<file path="src/rtl/vga_timing_generator.sv">
// Raster timing generator: HSYNC/VSYNC, display enable, active-area X/Y
// and line/frame start strobes, all decoded from next-state counters.
module vga_timing_generator #(
  parameter int   H_VISIBLE = 640,
  parameter int   H_FRONT   = 16,
  parameter int   H_SYNC    = 96,
  parameter int   H_BACK    = 48,
  parameter int   V_VISIBLE = 480,
  parameter int   V_FRONT   = 10,
  parameter int   V_SYNC    = 2,
  parameter int   V_BACK    = 33,
  parameter logic HSYNC_POL = 1'b0,
  parameter logic VSYNC_POL = 1'b0,
  parameter int   CNT_W     = 10
) (
  input  logic             Pixelclock,
  input  logic             reset,
  input  logic             enable,
  input  logic             restart,
  output logic             HSYNC,
  output logic             VSYNC,
  output logic             display_enable,
  output logic [CNT_W-1:0] X,
  output logic [CNT_W-1:0] Y,
  output logic             line_start,
  output logic             frame_start
);

  localparam int H_TOTAL =
    H_VISIBLE + H_FRONT + H_SYNC + H_BACK;
  localparam int V_TOTAL =
    V_VISIBLE + V_FRONT + V_SYNC + V_BACK;

  localparam logic [CNT_W-1:0] H_LAST =
    CNT_W'(H_TOTAL - 1);
  localparam logic [CNT_W-1:0] V_LAST =
    CNT_W'(V_TOTAL - 1);
  localparam logic [CNT_W-1:0] H_VIS =
    CNT_W'(H_VISIBLE);
  localparam logic [CNT_W-1:0] V_VIS =
    CNT_W'(V_VISIBLE);
  localparam logic [CNT_W-1:0] HS_BEG =
    CNT_W'(H_VISIBLE + H_FRONT);
  localparam logic [CNT_W-1:0] HS_END =
    CNT_W'(H_VISIBLE + H_FRONT + H_SYNC);
  localparam logic [CNT_W-1:0] VS_BEG =
    CNT_W'(V_VISIBLE + V_FRONT);
  localparam logic [CNT_W-1:0] VS_END =
    CNT_W'(V_VISIBLE + V_FRONT + V_SYNC);

  logic [CNT_W-1:0] r_h;
  logic [CNT_W-1:0] r_v;
  logic [CNT_W-1:0] w_h_nxt;
  logic [CNT_W-1:0] w_v_nxt;
  logic             w_hs_act;
  logic             w_vs_act;
  logic             w_de;
  logic             w_h_zero;
  logic             w_v_zero;

  always_comb begin
    w_h_nxt = r_h;
    w_v_nxt = r_v;
    if (enable) begin
      if (restart) begin
        w_h_nxt = '0;
        w_v_nxt = '0;
      end else if (r_h == H_LAST) begin
        w_h_nxt = '0;
        if (r_v == V_LAST) begin
          w_v_nxt = '0;
        end else begin
          w_v_nxt = r_v + CNT_W'(1);
        end
      end else begin
        w_h_nxt = r_h + CNT_W'(1);
      end
    end
  end

  // Outputs decode the next position so they never lag the counters.
  assign w_hs_act = (w_h_nxt >= HS_BEG) &&
                    (w_h_nxt < HS_END);
  assign w_vs_act = (w_v_nxt >= VS_BEG) &&
                    (w_v_nxt < VS_END);
  assign w_de     = (w_h_nxt < H_VIS) &&
                    (w_v_nxt < V_VIS);
  assign w_h_zero = (w_h_nxt == '0);
  assign w_v_zero = (w_v_nxt == '0);

  always_ff @(posedge Pixelclock or negedge reset) begin
    if (!reset) begin
      r_h            <= H_LAST;
      r_v            <= V_LAST;
      HSYNC          <= ~HSYNC_POL;
      VSYNC          <= ~VSYNC_POL;
      display_enable <= 1'b0;
      X              <= '0;
      Y              <= '0;
      line_start     <= 1'b0;
      frame_start    <= 1'b0;
    end else begin
      r_h            <= w_h_nxt;
      r_v            <= w_v_nxt;
      HSYNC          <= w_hs_act ? HSYNC_POL
                                 : ~HSYNC_POL;
      VSYNC          <= w_vs_act ? VSYNC_POL
                                 : ~VSYNC_POL;
      display_enable <= w_de;
      X              <= w_de ? w_h_nxt : '0;
      Y              <= w_de ? w_v_nxt : '0;
      line_start     <= enable && w_h_zero;
      frame_start    <= enable && w_h_zero &&
                        w_v_zero;
    end
  end

endmodule

</file>
<file path="config.mk">
export PLATFORM = sky130hd
export DESIGN_NAME = vga_timing_generator
export DESIGN_NICKNAME = d
export VERILOG_FILES = /design/src/rtl/vga_timing_generator.sv
export SDC_FILE = /design/constraint.sdc
export NUM_CORES = 1
export LEC_CHECK = 0
export CAP_MARGIN = 20
export CORE_ASPECT_RATIO = 0.7
export CORE_MARGIN = 2
export CORE_UTILIZATION = 30
export CTS_BUF_LIST = sky130_fd_sc_hd__clkbuf_8
export DETAILED_ROUTE_END_ITERATION = 12
export HOLD_SLACK_MARGIN = 0.08
export PLACE_DENSITY = 0.53
export REMOVE_ABC_BUFFERS = 1
export SYNTH_ARGS = -nofsm -noshare
export SYNTH_HDL_FRONTEND = slang
export SYNTH_SLANG_ARGS = --single-unit
</file>
<file path="constraint.sdc">
create_clock -name Pixelclock -period 2.7 [get_ports Pixelclock]
set_clock_uncertainty 0.15 [all_clocks]
set_input_delay 0.54 -clock Pixelclock [delete_from_list [all_inputs] [get_ports Pixelclock]]
set_output_delay 0.54 -clock Pixelclock [all_outputs]
set_load 0.05 [all_outputs]
</file>
==> summary.md <==
| Metric | Value |
|---|---|
| DP Worst Slack | `-0.1857 ns` |
| Critical Path Start Type | `flop` |
| Synth Area in Adders | `0.01606` |
| Antenna Nets Post-Route | `0` |
| Die Width | `109.5 um` |
| Number of synthesis warnings | `0` |
| Final setup fails | `13` |
| Post-synthesis sequential area ratio | `0.4882` |
| Slew HR | `0.6184` |
| Antenna diodes | `0` |
| Port Buffers | `28` |
| Commonest non-fill, non-tap cell in the layout | `buf_4` |
| Die height | `77.85 um` |
| DP Cell Count | `403` |
| Fmax | `364.8 MHz` |
| Synth Instances | `231` |
| Final nets | `328` |
| Largest family of logic cells by synthesized area | `simple AND/OR/NAND/NOR gates` |
| Residual DRC | `0` |
| H-tree lvl count | `2` |
| Max Slew Vio Count | `0` |
| Largest net degree at the start of global routing | `46` |
| CTS buffer count | `5` |
| WHS | `0.1824 ns` |
| Mapped Area | `2337 um2` |
| Hold crit path type | `in -> async` |
| Slew @ Worst Pin | `0.5724 ns` |
| Setup_tns | `-0.2437 ns` |
| Synth Area in XOR/XNOR | `0.02248` |
| Synth Flop Type | `dfrtp_1` |
| GR Util All Layers | `0.1741` |
| Pre-antenna DRT Iters | `4` |
| Starting Density | `0.3151` |
| Clk buf depth | `2` |
| Layout area overhead | `50.27%` |
| CTS tree | `done` |
| Core area | `7417 um2` |
| Compound-Gate Fraction of Synth Area | `0.1445` |
| VDD IR max | `0.3765 mV` |
| Via Count | `2203` |
| DRT iter0 DRCs | `250` |
| Antenna violations before repair | `0` |
| Required @ worst endpoint | `2.78 ns` |
| Worst EP arrival | `2.82 ns` |
| Root Buffer | `clkbuf_8` |
| Global-route wire length before repair | `11340 um` |
| Yosys cell types | `58` |
| Commonest non-fill, non-tap cells in the layout | `63 x buf_4, 33 x dfrtp_1, 27 x clkdlybuf4s50_1, 18 x nand2_1, 13 x nor2_1` |
| Failing checks | `negative setup slack` |
| Routability cong. | `0.9324` |
| CP Class | `reg -> reg` |
| CTS sink count | `45` |
| Hold Buf Count CTS | `0` |
| Via density | `5.245` |
| Type of element capturing the critical path | `flop` |
| Final instance area | `3512 um2` |
| Seq cells post-synth | `45` |
| Final period utilization | `1.015` |
| Layout Cells excl Fill | `420` |
| Placed Instance Area | `3139 um2` |
| Syn Area/Cell | `10.12 um2` |
| Share of cells above drive strength 1 | `0.3820` |
| Worst-path maximum fanout | `4` |
| Number of global-route vias before repair | `2110` |
| Leak | `1.492 nW` |
| Fraction of registers with async set/reset | `1.000` |
| Simple-Gate Fraction of Synth Area | `0.2682` |
| Max Cap Violations | `0` |
| Clk_lat worst skew | `0.29 ns` |
| Clock Pin Slew Worst Setup and Hold Paths | `0.09 ns` |
| Multiplexer share of the synthesized area | `0.009101` |
| Post-synth EDFFs | `0` |
| # fillers | `702` |
| I/O pin total | `29` |
| RSZ-0062 raised after global routing | `yes` |
| Setup ws final | `-0.04111 ns` |
| Gr ovfl total | `0` |
| Final min period | `2.741 ns` |
| DR WL/cell | `16.65 um` |
| DP HPWL | `4821 um` |
| Die Area | `8524 um2` |
| Fin. Hold Viols | `0` |
| Row count | `26` |
| Status | `complete, but fails checks` |
| PwrDens | `481.2 nW/um2` |
| Final wirelength | `6994 um` |
[power by group]
part           switching (mW)  total, mW  leakage, nW  internal, mW
Sequential             0.0424      0.785        0.563         0.742
Combinational           0.290      0.499        0.880         0.209
Clock                   0.230      0.407       0.0491         0.176
[per-layer routing]
| layer | track usage | wire (um) | vias to the layer above |
|---|---|---|---|
| met5 | 0 | 0 | - |
| met4 | 0.03165 | 64 | 0 |
| met3 | 0.05294 | 512 | 6 |
| met2 | 0.2247 | 2847 | 79 |
| met1 | 0.2795 | 3570 | 1069 |
| li1 | - | - | 1049 |
[cell type report]
type,instances,area [um2],area share
sequential,45,1141,0.3249
inverter,10,37.54,0.01069
timing repair buffer,98,869.6,0.2476
tap,98,122.6,0.03491
clock inverter,3,13.76,0.003919
clock buffer,5,68.82,0.01959
multi-input combinational,161,1259,0.3584
[path summary, 6_finish.rpt]
path / startpoint / end / slack (ns) / cells past startpoint
min in group Pixelclock: r_h[1] / r_h[1] / 0.52 / 2
max: r_h[1] / frame_start / -0.04 / 9
max in group asynchronous: reset / r_h[1] / 1.84 / 2
max reg2reg: r_h[1] / frame_start / -0.04 / 9
min: reset / X[2] / 0.18 / 2
min reg2reg: r_h[1] / r_h[1] / 0.52 / 2
[metrics by stage]
step	util	power [mW]
after floorplan	-	1.040
after global placement	0.4232	1.257
after detailed placement	0.4232	1.251
after CTS	0.4617	1.684
after global routing	0.4735	1.790
final	0.4735	1.690
[cells in the mapped netlist (all sizes together) (2+ instances only)]
master / count / area share
nor2: 15 / 0.024
and3: 4 / 0.011
dfrtp: 33 / 0.35
a31oi: 3 / 0.0080
nand2b: 2 / 0.0054
o311a: 2 / 0.0086
or3: 3 / 0.0080
inv: 10 / 0.016
o211ai: 3 / 0.0096
o311ai: 4 / 0.015
o21ai: 2 / 0.0043
a21oi: 3 / 0.0080
o22ai: 2 / 0.0054
xnor2: 2 / 0.0075
a32oi: 2 / 0.0075
nor4: 8 / 0.033
nor3b: 14 / 0.045
nand3: 13 / 0.030
o31ai: 4 / 0.013
nand2: 18 / 0.029
dfstp: 12 / 0.13
a221o: 2 / 0.0086
buf: 6 / 0.018
ha: 3 / 0.016
and4: 3 / 0.011
nand4: 7 / 0.019
nor3: 13 / 0.028
clkbuf: 9 / 0.016
a22oi: 4 / 0.013
xor2: 4 / 0.015
[critical path: stages (launching register included)]
cell and delay, ns:
dfstp_2 0.57, ha_4 0.14, nand3_2 0.06, or3_4 0.39, buf_4 0.15, o311a_1 0.33
a221o_1 0.31, nor4_2 0.25, buf_4 0.16, and4_1 0.18
[flip-flops by register name, indices dropped and copies added (netlist names)]
name and flops:
X 10, Y 10, r_h 10, r_v 10
HSYNC 1, VSYNC 1, display_enable 1, frame_start 1
line_start 1
[cells by family (layout without fill, tap and decap cells)]
family                     after synthesis  in the layout
and+or+nand+nor                        107            107
DFF                                     45             45
AOI/OAI and AO/OA                       42             42
buffers and inverters                   25            116
xor gates and xnor gates                 6              6
adders and majority gates                3              3
muxes                                    2              2
other                                    1              1
[timing repair]
action | in CTS | in global routing
endpoints found under the setup margin | 22 | 22
buffers inserted | 7 | 1
resized for setup | 21 | 20
pin swaps | 16 | 6
cloned | 2 | 0
(Power assumes the default switching activity.)
